$ cat src/rtl/cpu_types_pkg.sv
// cpu_types_pkg
//   Shared CPU type definitions: MIPS opcode/funct encodings, the
//   next-PC select encoding driven by the control unit as {JReg,PcSrc},
//   and the fetch sequencer state type.
package cpu_types_pkg;

  typedef enum logic [5:0] {
    OP_RTYPE = 6'h00,
    OP_J     = 6'h02,
    OP_JAL   = 6'h03,
    OP_BEQ   = 6'h04,
    OP_BNE   = 6'h05,
    OP_ADDI  = 6'h08,
    OP_LW    = 6'h23,
    OP_SW    = 6'h2B,
    OP_HALT  = 6'h3F
  } opcode_t;

  typedef enum logic [5:0] {
    FN_SLL = 6'h00,
    FN_JR  = 6'h08,
    FN_ADD = 6'h20,
    FN_SUB = 6'h22,
    FN_AND = 6'h24,
    FN_OR  = 6'h25,
    FN_SLT = 6'h2A
  } funct_t;

  // {JReg, PcSrc} as presented by the control unit.
  typedef enum logic [1:0] {
    PC_SEQ    = 2'b00,
    PC_BRANCH = 2'b01,
    PC_JREG   = 2'b10,
    PC_JUMP   = 2'b11
  } pc_sel_t;

  typedef enum logic [1:0] {
    FETCH  = 2'b00,
    EXEC   = 2'b01,
    MEM    = 2'b10,
    HALTED = 2'b11
  } fetch_state_t;

endpackage

$ cat src/rtl/next_pc_mux.sv
// next_pc_mux
//   Combinational next-PC selection.
//   Ports:
//     pc_plus4  in  32  PC+4 of the current instruction
//     instr     in  32  current instruction register
//     rs_data   in  32  register rs value (JR target)
//     pc_sel    in  2   {JReg, PcSrc}
//     next_pc   out 32  selected next PC (all adds modulo 2^32)
module next_pc_mux
  import cpu_types_pkg::*;
(
  input  logic [31:0] pc_plus4,
  input  logic [31:0] instr,
  input  logic [31:0] rs_data,
  input  logic [1:0]  pc_sel,
  output logic [31:0] next_pc
);

  logic [31:0] branch_off;

  // Sign-extended word offset, already scaled to bytes.
  assign branch_off = {{14{instr[15]}}, instr[15:0], 2'b00};

  always_comb begin
    // NOTE: every always_comb output gets a default before the case so no
    //       path leaves it unassigned, which would infer a latch.
    next_pc = pc_plus4;
    case (pc_sel_t'(pc_sel))
      PC_SEQ:    next_pc = pc_plus4;
      PC_BRANCH: next_pc = pc_plus4 + branch_off;
      PC_JUMP:   next_pc = {pc_plus4[31:28], instr[25:0], 2'b00};
      PC_JREG:   next_pc = rs_data;
      default:   next_pc = pc_plus4;
    endcase
  end

endmodule

$ cat src/rtl/fetch_sequencer.sv
// fetch_sequencer
//   Owns PC and instruction register; sequences I-cache fetch, the
//   decode/execute cycle and an optional D-cache access, then retires the
//   instruction with a one-cycle commit pulse and advances the PC.
//   Ports:
//     CLK, RST              clock, synchronous active-high reset
//     ihit, imemload        I-cache hit and instruction word
//     dhit                  D-cache hit, completes the data access
//     PcSrc, JReg, Halt     control-unit PC select and HALT decode
//     dMemRe, dMemWr        control-unit load / store
//     rs_data               JR target
//     imemREN, imemaddr     I-cache request and current PC
//     dmemREN, dmemWEN      D-cache requests
//     instr, InstrOp, InstrFunc  instruction register and its fields
//     pc_plus4              PC+4 (JAL link value)
//     commit                instruction retires this cycle
//     halt                  sticky halted flag
module fetch_sequencer #(
  parameter logic [31:0] PC_INIT = 32'h0000_0000
) (
  input  logic        CLK,
  input  logic        RST,
  input  logic        ihit,
  input  logic [31:0] imemload,
  input  logic        dhit,
  input  logic        PcSrc,
  input  logic        JReg,
  input  logic        Halt,
  input  logic        dMemRe,
  input  logic        dMemWr,
  input  logic [31:0] rs_data,
  output logic        imemREN,
  output logic [31:0] imemaddr,
  output logic        dmemREN,
  output logic        dmemWEN,
  output logic [31:0] instr,
  output logic [5:0]  InstrOp,
  output logic [5:0]  InstrFunc,
  output logic [31:0] pc_plus4,
  output logic        commit,
  output logic        halt
);
  import cpu_types_pkg::*;

  fetch_state_t state_q, state_d;
  logic [31:0]  pc_q, pc_d;
  logic [31:0]  instr_q, instr_d;
  logic         halt_q, halt_d;
  logic [31:0]  next_pc;
  logic         imem_ren, dmem_ren, dmem_wen, commit_c;

  assign pc_plus4 = pc_q + 32'd4;

  next_pc_mux u_next_pc_mux (
    .pc_plus4 (pc_plus4),
    .instr    (instr_q),
    .rs_data  (rs_data),
    .pc_sel   ({JReg, PcSrc}),
    .next_pc  (next_pc)
  );

  always_ff @(posedge CLK) begin
    // NOTE: state registers use non-blocking assignments so every flop
    //       samples the pre-edge values regardless of statement order.
    if (RST) begin
      state_q <= FETCH;
      pc_q    <= PC_INIT;
      instr_q <= '0;
      halt_q  <= 1'b0;
    end else begin
      state_q <= state_d;
      pc_q    <= pc_d;
      instr_q <= instr_d;
      halt_q  <= halt_d;
    end
  end

  always_comb begin
    state_d  = state_q;
    pc_d     = pc_q;
    instr_d  = instr_q;
    halt_d   = halt_q;
    imem_ren = 1'b0;
    dmem_ren = 1'b0;
    dmem_wen = 1'b0;
    commit_c = 1'b0;
    case (state_q)
      FETCH: begin
        imem_ren = 1'b1;
        if (ihit) begin
          instr_d = imemload;
          state_d = EXEC;
        end
      end
      EXEC: begin
        if (Halt) begin
          halt_d  = 1'b1;
          state_d = HALTED;
        end else if (dMemRe || dMemWr) begin
          state_d = MEM;
        end else begin
          commit_c = 1'b1;
          pc_d     = next_pc;
          state_d  = FETCH;
        end
      end
      MEM: begin
        // Both strobes pass through unarbitrated.
        dmem_ren = dMemRe;
        dmem_wen = dMemWr;
        if (dhit) begin
          commit_c = 1'b1;
          pc_d     = next_pc;
          state_d  = FETCH;
        end
      end
      HALTED: begin
        halt_d = 1'b1;
      end
      default: state_d = FETCH;
    endcase
  end

  // Requests and commit are dropped in the very cycle reset is sampled.
  assign imemREN   = imem_ren & ~RST;
  assign dmemREN   = dmem_ren & ~RST;
  assign dmemWEN   = dmem_wen & ~RST;
  assign commit    = commit_c & ~RST;
  assign imemaddr  = pc_q;
  assign instr     = instr_q;
  assign InstrOp   = instr_q[31:26];
  assign InstrFunc = instr_q[5:0];
  assign halt      = halt_q;

endmodule

$ cat config.mk
export PLATFORM = sky130hd
export DESIGN_NAME = fetch_sequencer
export DESIGN_NICKNAME = d
export VERILOG_FILES = /design/src/rtl/cpu_types_pkg.sv /design/src/rtl/next_pc_mux.sv /design/src/rtl/fetch_sequencer.sv
export SDC_FILE = /design/constraint.sdc
export NUM_CORES = 1
export LEC_CHECK = 0
export CORE_ASPECT_RATIO = 1.75
export CORE_UTILIZATION = 45
export DETAILED_ROUTE_END_ITERATION = 16
export GPL_TIMING_DRIVEN = 0
export PLACE_DENSITY = 0.76
export SLEW_MARGIN = 20
export SYNTH_ARGS = -nofsm -noshare
export SYNTH_HDL_FRONTEND = slang
export SYNTH_SLANG_ARGS = --single-unit
$ cat constraint.sdc
create_clock -name CLK -period 5 [get_ports CLK]
set_input_delay 1 -clock CLK [delete_from_list [all_inputs] [get_ports CLK]]
set_output_delay 1 -clock CLK [all_outputs]
set_load 0.02 [all_outputs]
# Word-level counts from Yosys, hierarchy flattened

Cells that the tools add are included.

Register bits after elaboration: 67
Input port bits: 73
Output and inout port bits: 113
Word-level logic and storage cells: 51

$add $sub $neg: 2
Equality and inequality tests: 11
Mux-type cells: 19
Bitwise logic cells: 5
Reduce and logical (&&, ||, !) cells: 10

Operator list:

| cell                    | count |
|---|---|
| $pmux W32 S4            | 1 |
| $mux W32                | 3 |
| $pmux W32 S2            | 1 |
| $add A32 B3 Y32 const B | 1 |
| $add A32 B32 Y32        | 1 |
| $ne A2 B2 Y1 const B    | 5 |
| $eq A2 B2 Y1 const B    | 4 |
| $mux W2                 | 4 |
| $mux W1                 | 7 |
| $pmux W2 S3             | 1 |
| $and A1 B1 Y1           | 4 |
| $eq A2 B1 Y1 const B    | 2 |
| $logic_not A2 Y1        | 2 |
| $pmux W1 S2             | 2 |
| $reduce_and A2 Y1       | 2 |
| $reduce_and A4 Y1       | 1 |
| $reduce_bool A2 Y1      | 2 |
| $reduce_and A3 Y1       | 1 |
| $reduce_bool A3 Y1      | 1 |
| $logic_or A1 B1 Y1      | 1 |
| $not A1 Y1              | 1 |

# Longest topological paths before layout

Gate-level depths: netlist (run 1).

Depth in word-level cells: 6
Depth in mapped cells: 17
Depth with buffers taken out: 15

# By module

Synthesis (run 1) repeated with hierarchy kept, for this count alone.

Cell total of the unflattened synthesis: 699
Area total of the unflattened synthesis: 5515.3 um^2

By module, submodules not included:

| module          | instances | cells an instance | area each (um^2) | seq. area each (um^2) |
|---|---|---|---|---|
| fetch_sequencer | 1         | 413               | 3155.5           | 1341.3 |
| next_pc_mux     | 1         | 286               | 2359.8           | 0.0 |

# Worst setup path before layout (run 1)

No wires, ideal clock.

Path type: register to register
From: register pc_q[4], in the netlist imemaddr[4]
To: register pc_q[30], in the netlist imemaddr[30]
Library setup time: 0.144 ns
Arrival: 3.815 ns
Data required time: 4.856 ns
Slack: 1.041 ns
Cell stages (with the launch flop): 16
Buffers on the path: 0
Period minus slack after synthesis: 3.959 ns
Path through: dfxtp_1 -> and4_4 -> nand4_1 -> nor2_2 -> nand3_1 -> xnor2_1 -> ha_1 -> nand3_2 -> or3_1 -> a2111o_1 -> a21oi_1 -> a21oi_1 -> nand2b_1 -> a2bb2oi_2 -> nor3_2 -> a2111oi_2

Longest elaborated chain between the ends: 6
Elaborated cells between the ends (all ways): 7
Classes of those cells: add/sub (2); mux (5)

Ends and longest elaborated chain:

| what                   | line                  | source |
|---|---|---|
| from (decl)            | fetch_sequencer.sv:46 | `logic [31:0] pc_q, pc_d;` |
| from (signal assigned) | fetch_sequencer.sv:72 | `pc_q <= pc_d;` |
| $add A32 B3 Y32 (*)    | fetch_sequencer.sv:52 | `assign pc_plus4 = pc_q + 32'd4;` |
| net pc_plus4[17]       | fetch_sequencer.sv:39 | `output logic [31:0] pc_plus4,` |
| $add A32 B32 Y32 (*)   | next_pc_mux.sv:30     | `PC_BRANCH: next_pc = pc_plus4 + branch_off;` |
| $pmux W32 S4 (*)       | next_pc_mux.sv:28     | `case (pc_sel_t'(pc_sel))` |
| $mux W32               | fetch_sequencer.sv:99 | `end else if (dMemRe \|\| dMemWr) begin` |
| $mux W32               | fetch_sequencer.sv:96 | `if (Halt) begin` |
| $pmux W32 S2 (*)       | fetch_sequencer.sv:87 | `case (state_q)` |

Mark *: on every way through the listed nets, which the timed path passes. The rest lies on a longest branch. The select of a mux whose other input is x is not followed.
A chain may end at the register's enable or synchronous reset.

# Worst setup path in the final report (run 1)

From: register pc_q[4], in the netlist imemaddr[4]
To: register pc_q[26], in the netlist imemaddr[26]

Longest elaborated chain between the ends: 6
Elaborated cells between the ends (all ways): 7
Classes of those cells: add/sub (2); mux (5)

Ends and longest elaborated chain:

| what                | line |
|---|---|
| $add A32 B3 Y32 (*) | fetch_sequencer.sv:52 |
| $add A32 B32 Y32    | next_pc_mux.sv:30 |
| $pmux W32 S4 (*)    | next_pc_mux.sv:28 |
| $mux W32            | fetch_sequencer.sv:99 |
| $mux W32            | fetch_sequencer.sv:96 |
| $pmux W32 S2 (*)    | fetch_sequencer.sv:87 |

Mark *: on every way between the ends. The rest lies on a longest branch, timed or not. The select of a mux whose other input is x is not followed.

==> metrics.txt, run 1 <==
Critical Path Stages 15; LEAKAGE about 3.2 nW; GRT Total Usage 0.339; Top delay family on crit path simple AND/OR/NAND/NOR gates; internal power around 1.3 mW; Critical path origin imemaddr[4]$_SDFFE_PP0P_; CTS tree built; via/cell ratio roughly 5.8; Worst Tran Pin Value 1.06 ns; Avg WL per Cell 20.4 um; starting density of the core 0.465; Chip Width slightly below 90 um; total of max-cap violations 0; setup TNS 0 ns; Final Max Tran Viols 0; initial antenna violation count 0; Ys Warns 0; crit-path max FO 7; period utilisation layout 0.904; CP Buf/Inv Count 0; Ports roughly 190; Clk pwr share 0.276; Port Buf Inserts 183; Slew Limit Headroom 0.291; maximum clock frequency around 220 MHz; fin nets a little over 1000; Rows 53; GRT overflow 0; ys async rst share 0; worst vdd ir approximately 0.18 mV; WL final 22.0 mm; Reg2Reg Depth 15; number of CTS-inserted buffers 9; crit-path most repeated cell a21oi_1; Ant. Diodes 0; Critical Path End imemaddr[26]$_SDFFE_PP0P_; Syn Std Cell Area around 5600 um2; largest net degree at the start of global routing 20; die area roughly 13000 um2; FILL cells approximately 1100; status completed; Vert. Die Dim between 100 and 150 um; H-tree level count 3; CTS Buffer Depth 2; RSZ-0062 raised after global routing no; clock sinks 67; CP Launch Type flop; Reg power frac 0.306; Reg-to-Reg End imemaddr[26]$_SDFFE_PP0P_; Root Buffer clkbuf_16; GP Congestion approximately 0.95; core area ~12000 um2; kind of critical path reg -> reg; combinational group share of total power 0.418; vias in the first global route between 6000 and 7000; worst reg2reg setup slack between 0.4 and 0.5 ns; DP Wirelength 17.3 mm; post-route ant nets 0; most frequent cells in the layout 183 x clkdlybuf4s50_1, 128 x nand2_1, 87 x a21oi_1; drt pass-1 iters 5; sequential share of the synthesized area 0.239; Clk Latency, worst-skew pair ~0.35 ns; post-cts hold buffer count 0; Crit-path slowest cell dfxtp_1; total setup buffers inserted after CTS 0; Core Util, Final 0.657; clock-pin slew on the worst setup and hold paths 0.06 ns; HP Class reg -> reg; delay of the slowest critical-path stage 0.46 ns; sw power about 0.85 mW; Data required, critical path 5.27 ns; via count between 6000 and 7000; post-synth cell types 72; Crit. End Element flop; Post-synth top flop dfxtp_1; drt drc 0; Pwr Density roughly 280 nW/um2; hold violation count in the final report 0; first-pass GRT wire length approximately 33 mm; cts repair resizes 0; Net Sw Frac 0.388; Final Skew a little under 0.009 ns; Mapped Avg Cell Area a little under 8 um2; Final setup viols 0; share of cells above drive strength 1 0.0878; Yosys reg bits 67; 1st-iter DRT viols between 200 and 250; cells after synthesis approximately 710; fin crit period roughly 4.5 ns; leading cell type in the layout, fill and taps excluded clkdlybuf4s50_1; Reg2Reg Launch Point imemaddr[4]$_SDFFE_PP0P_; worst hold slack around 0.47 ns; worst path cell trace and4_4 -> nand4_1 -> nor2_2 -> nand3_1 -> xnor2_1 -> ha_1 -> nand3_2 -> or3_1 -> a2111o_1 -> a21oi_1 -> a21oi_1 -> o21ai_0 -> xor2_1 -> o21ai_0 -> a21oi_1; syn nets around 830; Layout area overhead 41.3%; Crit path arrival time ~4.8 ns; EDFF count, synth 0
-- flip-flops by register name (all words and copies together) (netlist names) --
register,flops
imemaddr,32
state_q,2
instr,32
halt,1
-- per-layer routing --
layer	up-vias	share of wire	track usage
li1	2922	-	-
met1	2986	0.34	0.337
met2	281	0.55	0.640
met3	70	0.056	0.0568
met4	0	0.052	0.205
met5	-	0	0
-- per-stage QoR --
stage	std cells	setup WS, ns	instance area, um2	total power [mW]
6_report	1076	0.482	7930	2.20
5_1_grt	1076	0.263	7930	2.30
4_1_cts	1076	0.581	7930	2.20
3_5_place_dp	1060	0.633	7650	1.59
2_1_floorplan	712	1.04	5610	1.20
3_3_place_gp	1060	0.639	7650	1.58
-- synth_stat cells (2+ instances only) --
cell       count  area (um2)
nand2_1      128         480
a21oi_1       87         435
dfxtp_1       67        1340
nor2_1        44         165
ha_1          39         488
o21ai_0       34         170
xnor2_1       30         263
clkbuf_1      28         105
a21o_1        23         173
nand3_1       19        95.1
buf_4         16         120
mux4_2        15         338
xor2_1        15         131
inv_1         14        52.6
mux2i_1       14         140
nand2b_1      13        81.3
nand4_1        9        56.3
nor3_1         7        35.0
o21a_1         7        52.6
a31oi_1        6        37.5
buf_2          6        30.0
a211oi_1       5        37.5
and3_1         4        25.0
mux2_2         4        45.0
nor2b_1        4        25.0
o211ai_1       4        30.0
a22o_1         3        26.3
a311oi_1       3        26.3
a32oi_1        3        26.3
and2_1         3        18.8
and3b_1        3        26.3
and4_4         3        33.8
nor3b_1        3        22.5
or3_1          3        18.8
a2111oi_0      2        17.5
a32o_1         2        20.0
and4_1         2        17.5
buf_1          2        7.51
nand3_2        2        20.0
o21ba_2        2        20.0
o31a_1         2        17.5
or2_2          2        12.5
-- worst min path at each step --
stage / from / endpoint / slack (ns) / cells after the start
final: instr[21]$_SDFFE_PP0P_ / instr[21]$_SDFFE_PP0P_ / 0.47 / 2
after global routing: instr[17]$_SDFFE_PP0P_ / instr[17]$_SDFFE_PP0P_ / 0.50 / 2
after CTS: instr[21]$_SDFFE_PP0P_ / instr[21]$_SDFFE_PP0P_ / 0.47 / 2
after detailed placement: instr[21]$_SDFFE_PP0P_ / instr[21]$_SDFFE_PP0P_ / 0.47 / 2
after global placement: instr[31]$_SDFFE_PP0P_ / instr[31]$_SDFFE_PP0P_ / 0.46 / 2
after floorplan: state_q[0]$_SDFFE_PP0P_ / state_q[0]$_SDFFE_PP0P_ / 0.52 / 2
-- power groups by stage --
stage	clock network (mW)	registers, mW	logic [mW]
CTS	0.608	0.672	0.916
finish	0.607	0.674	0.920
global route	0.636	0.681	0.983
floorplan	0	0.724	0.472
detailed placement	0	0.682	0.911
global placement	0	0.679	0.897
-- layout make-up --
| class | count | area (um2) | share of cell area |
|---|---|---|---|
| multi-input cells | 578 | 3950 | 0.498 |
| well taps | 165 | 206 | 0.0260 |
| clock inverters | 6 | 40.0 | 0.00505 |
| flip-flops and latches | 67 | 1340 | 0.169 |
| repair buffers | 183 | 1830 | 0.231 |
| clock buffers | 10 | 239 | 0.0301 |
| plain buffers | 53 | 270 | 0.0341 |
| inverters | 14 | 52.6 | 0.00663 |
-- worst reg2reg max path, delay by kind of cell (launching register included) --
family	cells	cell delay, ns
and+or+nand+nor	6	1.78
AOI/OAI and AO/OA	6	1.34
xor gates and xnor gates	2	0.55
DFF	1	0.46
adders and majority gates	1	0.31
-- logic make-up (layout without fill, tap and decap cells) --
logic type,after synthesis,count (layout),synth area share
compound gates,203,203,0.230
xor+xnor,46,46,0.0731
fa+ha+maj,40,40,0.0905
buf+inv,67,266,0.0575
flops,67,67,0.239
mux,33,33,0.0932
simple gates,256,256,0.216
Note: power is estimated with default switching activity, not from simulation.
==> run 2, diff against run 1 <==
Settings changed: CELL_PAD_IN_SITES_DETAIL_PLACEMENT from default to 1, CELL_PAD_IN_SITES_GLOBAL_PLACEMENT from default to 1, CORE_UTILIZATION 45 to 33, PLACE_DENSITY 0.76 to 0.78, SYNTH_HIERARCHICAL from default to 1.
==> run 2 against run 1 <==
Sequential power shrank 4.0%. First-iteration DRC count shrank 9.5%. Critical path depth grew 1. Fmax shrank 4.9%. Register-to-register slack lost 0.23 ns. Utilization shrank 17 points. Cell count grew 4.2%. Worst setup slack lost 0.23 ns. Critical path type unchanged. Largest power group unchanged. Highest routed layer is now met5.
==> metrics.txt, run 2 <==
status completed; Syn Std Cell Area approximately 5500 um2; first-pass GRT wire length about 34 mm; clock sinks 67; via count about 6000; share of cells above drive strength 1 0.0870; Crit path arrival time about 5 ns; Slew Limit Headroom 0.400; kind of critical path reg -> reg; worst path cell trace ha_1 -> and3_1 -> clkbuf_1 -> nand3_1 -> nor3_1 -> xor2_1 -> ha_1 -> nand2_1 -> o21ai_0 -> nor3_1 -> a2111oi_2 -> nor2_1 -> xnor2_1 -> mux4_2 -> nand2_1 -> a21oi_1; Yosys top cell area share 0.243; maximum clock frequency 211 MHz; synth cell count leaders 155 x nand2_1, 102 x a21oi_1, 67 x dfxtp_1; core area roughly 16000 um2; GRT overflow 0; CP Launch Type flop; Ys Warns 6; most common cell in the netlist nand2_1; leading cell type in the layout, fill and taps excluded clkdlybuf4s50_1; Final Max Tran Viols 0; FILL cells 1975; Vert. Die Dim between 150 and 200 um; Worst Tran Pin Value about 0.9 ns; Final Skew approximately 0.012 ns; CP Buf/Inv Count 1; GRT Total Usage 0.259; Top delay family on crit path simple AND/OR/NAND/NOR gates; delay of the slowest critical-path stage about 0.65 ns; LEAKAGE between 3 and 4 nW; WL final roughly 22 mm; hold violation count in the final report 0; period utilisation layout 0.950; die area 17300 um2; Post-synth top flop dfxtp_1; vias in the first global route about 6400; ys async rst share 0; via/cell ratio 5.40; initial antenna violation count 1; CTS tree built; GP Congestion between 0.9 and 1; CTS Buffer Depth 2; Crit. End Element flop; Final setup viols 0; drt drc 0; post-synth cell types between 50 and 60; synth top area cells dfxtp_1 24%, nand2_1 11%, a21oi_1 9.3%; cells after synthesis 699; total of max-cap violations 0; most frequent cells in the layout 182 x clkdlybuf4s50_1, 155 x nand2_1, 102 x a21oi_1; Root Buffer clkbuf_16; largest net degree at the start of global routing 22; EDFF count, synth 0; post-synth top area cell dfxtp_1; Layout area overhead 44.3%; number of CTS-inserted buffers 9; Ports about 190; starting density of the core 0.337; fin cells approximately 1100; H-tree level count 3; Crit-path slowest cell a2111oi_2; fin crit period around 4.7 ns; sequential share of the synthesized area 0.243; total setup buffers inserted after CTS 0; RSZ-0062 raised after global routing no; Chip Width around 100 um; drt pass-1 iters 4; post-cts hold buffer count 0; Post-Place Cells approximately 1100; setup TNS 0 ns; worst vdd ir approximately 0.15 mV; Pwr Density 275 nW/um2; DP Wirelength about 17 mm; post-route ant nets 0; Ant. Diodes 0; Clk Latency, worst-skew pair around 0.34 ns; crit-path max FO 6; Avg WL per Cell roughly 19 um; fin nets 1001; Port Buf Inserts 182; Mapped Avg Cell Area between 7 and 8 um2; syn nets between 800 and 900; clock-pin slew on the worst setup and hold paths about 0.06 ns; 1st-iter DRT viols 210; Yosys reg bits between 60 and 70; HP Class reg -> reg; Rows between 60 and 70; Data required, critical path approximately 5.2 ns
run 2: cell types whose count changed after synthesis, moves of 5 or more:
cell and change:
nand2_1 +27, mux4_2 +6, and4_1 +5, mux2i_1 -14, nor3_1 +7, xor2_1 +8, o22ai_1 +9, a21o_1 -8
nor2_1 -23, o21a_1 -6, nand2b_1 -9, a21oi_1 +15, o21ai_0 -21
run 2: final cells by class:
class                      instances  area, um2  area share
multi-input combinational        561       3820       0.481
timing repair buffer             182       1820       0.229
sequential                        67       1340       0.169
buffer                            53        282      0.0354
tap                              224        280      0.0352
clock buffer                      10        229      0.0288
clock inverter                     6        114      0.0143
inverter                          18       67.6     0.00849
run 2: repair_timing:
item | 4_1_cts | 5_1_grt
resized for setup | 0 | 1
endpoints found under the setup margin | 0 | 1
hold endpoints to repair | 0 | 0
run 2: final timing paths:
| check | from | end | slack, ns | cells past startpoint |
|---|---|---|---|---|
| worst max-delay path | imemaddr[2]$_SDFFE_PP0P_ | imemaddr[27]$_SDFFE_PP0P_ | 0.25 | 16 |
| worst min-delay path | instr[27]$_SDFFE_PP0P_ | instr[27]$_SDFFE_PP0P_ | 0.48 | 2 |
| worst max register to register | imemaddr[2]$_SDFFE_PP0P_ | imemaddr[27]$_SDFFE_PP0P_ | 0.25 | 16 |
| worst min register to register | instr[27]$_SDFFE_PP0P_ | instr[27]$_SDFFE_PP0P_ | 0.48 | 2 |
run 2: cell families (layout without fill, tap and decap cells):
family / after synthesis / after routing / share of synthesized area
buffers and inverters: 71 / 269 / 0.0633
adder cells (fa/ha/maj): 36 / 36 / 0.0830
AND/OR/NAND/NOR: 264 / 264 / 0.223
AO/OA/AOI/OAI: 178 / 178 / 0.199
XOR/XNOR: 54 / 54 / 0.0858
flip-flops: 67 / 67 / 0.243
multiplexers: 29 / 29 / 0.102
run 2: where the power goes:
part           internal (mW)  switching (mW)
registers              0.580          0.0662
logic                  0.358           0.428
clock network          0.489           0.266
total                   1.43           0.760
run 2: worst reg2reg max path, stage by stage (launching register included):
cell and delay, ns:
dfxtp_1 0.45, ha_1 0.23, and3_1 0.16, clkbuf_1 0.32, nand3_1 0.44, nor3_1 0.32, xor2_1 0.29, ha_1 0.29
nand2_1 0.07, o21ai_0 0.33, nor3_1 0.15, a2111oi_2 0.65, nor2_1 0.13, xnor2_1 0.16, mux4_2 0.46, nand2_1 0.09
a21oi_1 0.06
run 2: through the flow:
| step | util | cell area (um2) | hold slack [ns] | setup WS [ns] | power, mW |
|---|---|---|---|---|---|
| finish | 0.486 | 7960 | 0.478 | 0.251 | 2.19 |
| global route | 0.486 | 7960 | 0.494 | 0.0341 | 2.29 |
| CTS | 0.486 | 7960 | 0.484 | 0.227 | 2.20 |
| detailed placement | 0.465 | 7620 | 0.464 | 0.261 | 1.44 |
| global placement | 0.465 | 7620 | 0.461 | 0.255 | 1.43 |
| floorplan | - | 5520 | 0.494 | 1.04 | 1.10 |
run 2: layer usage:
layer | track usage | routed length [um] | share of wire | vias up
li1 | - | - | - | 2871
met1 | 0.261 | 7810 | 0.36 | 2935
met2 | 0.493 | 11900 | 0.55 | 182
met3 | 0.0477 | 1120 | 0.051 | 58
met4 | 0.128 | 962 | 0.044 | 2
met5 | 0 | 13 | 0.00060 | -
==> run 3, diff against run 2 <==
Settings changed: CAP_MARGIN from default to 20.
==> results of run 3 <==
No change in the layout: final DEF, timing and power equal those of run 2.
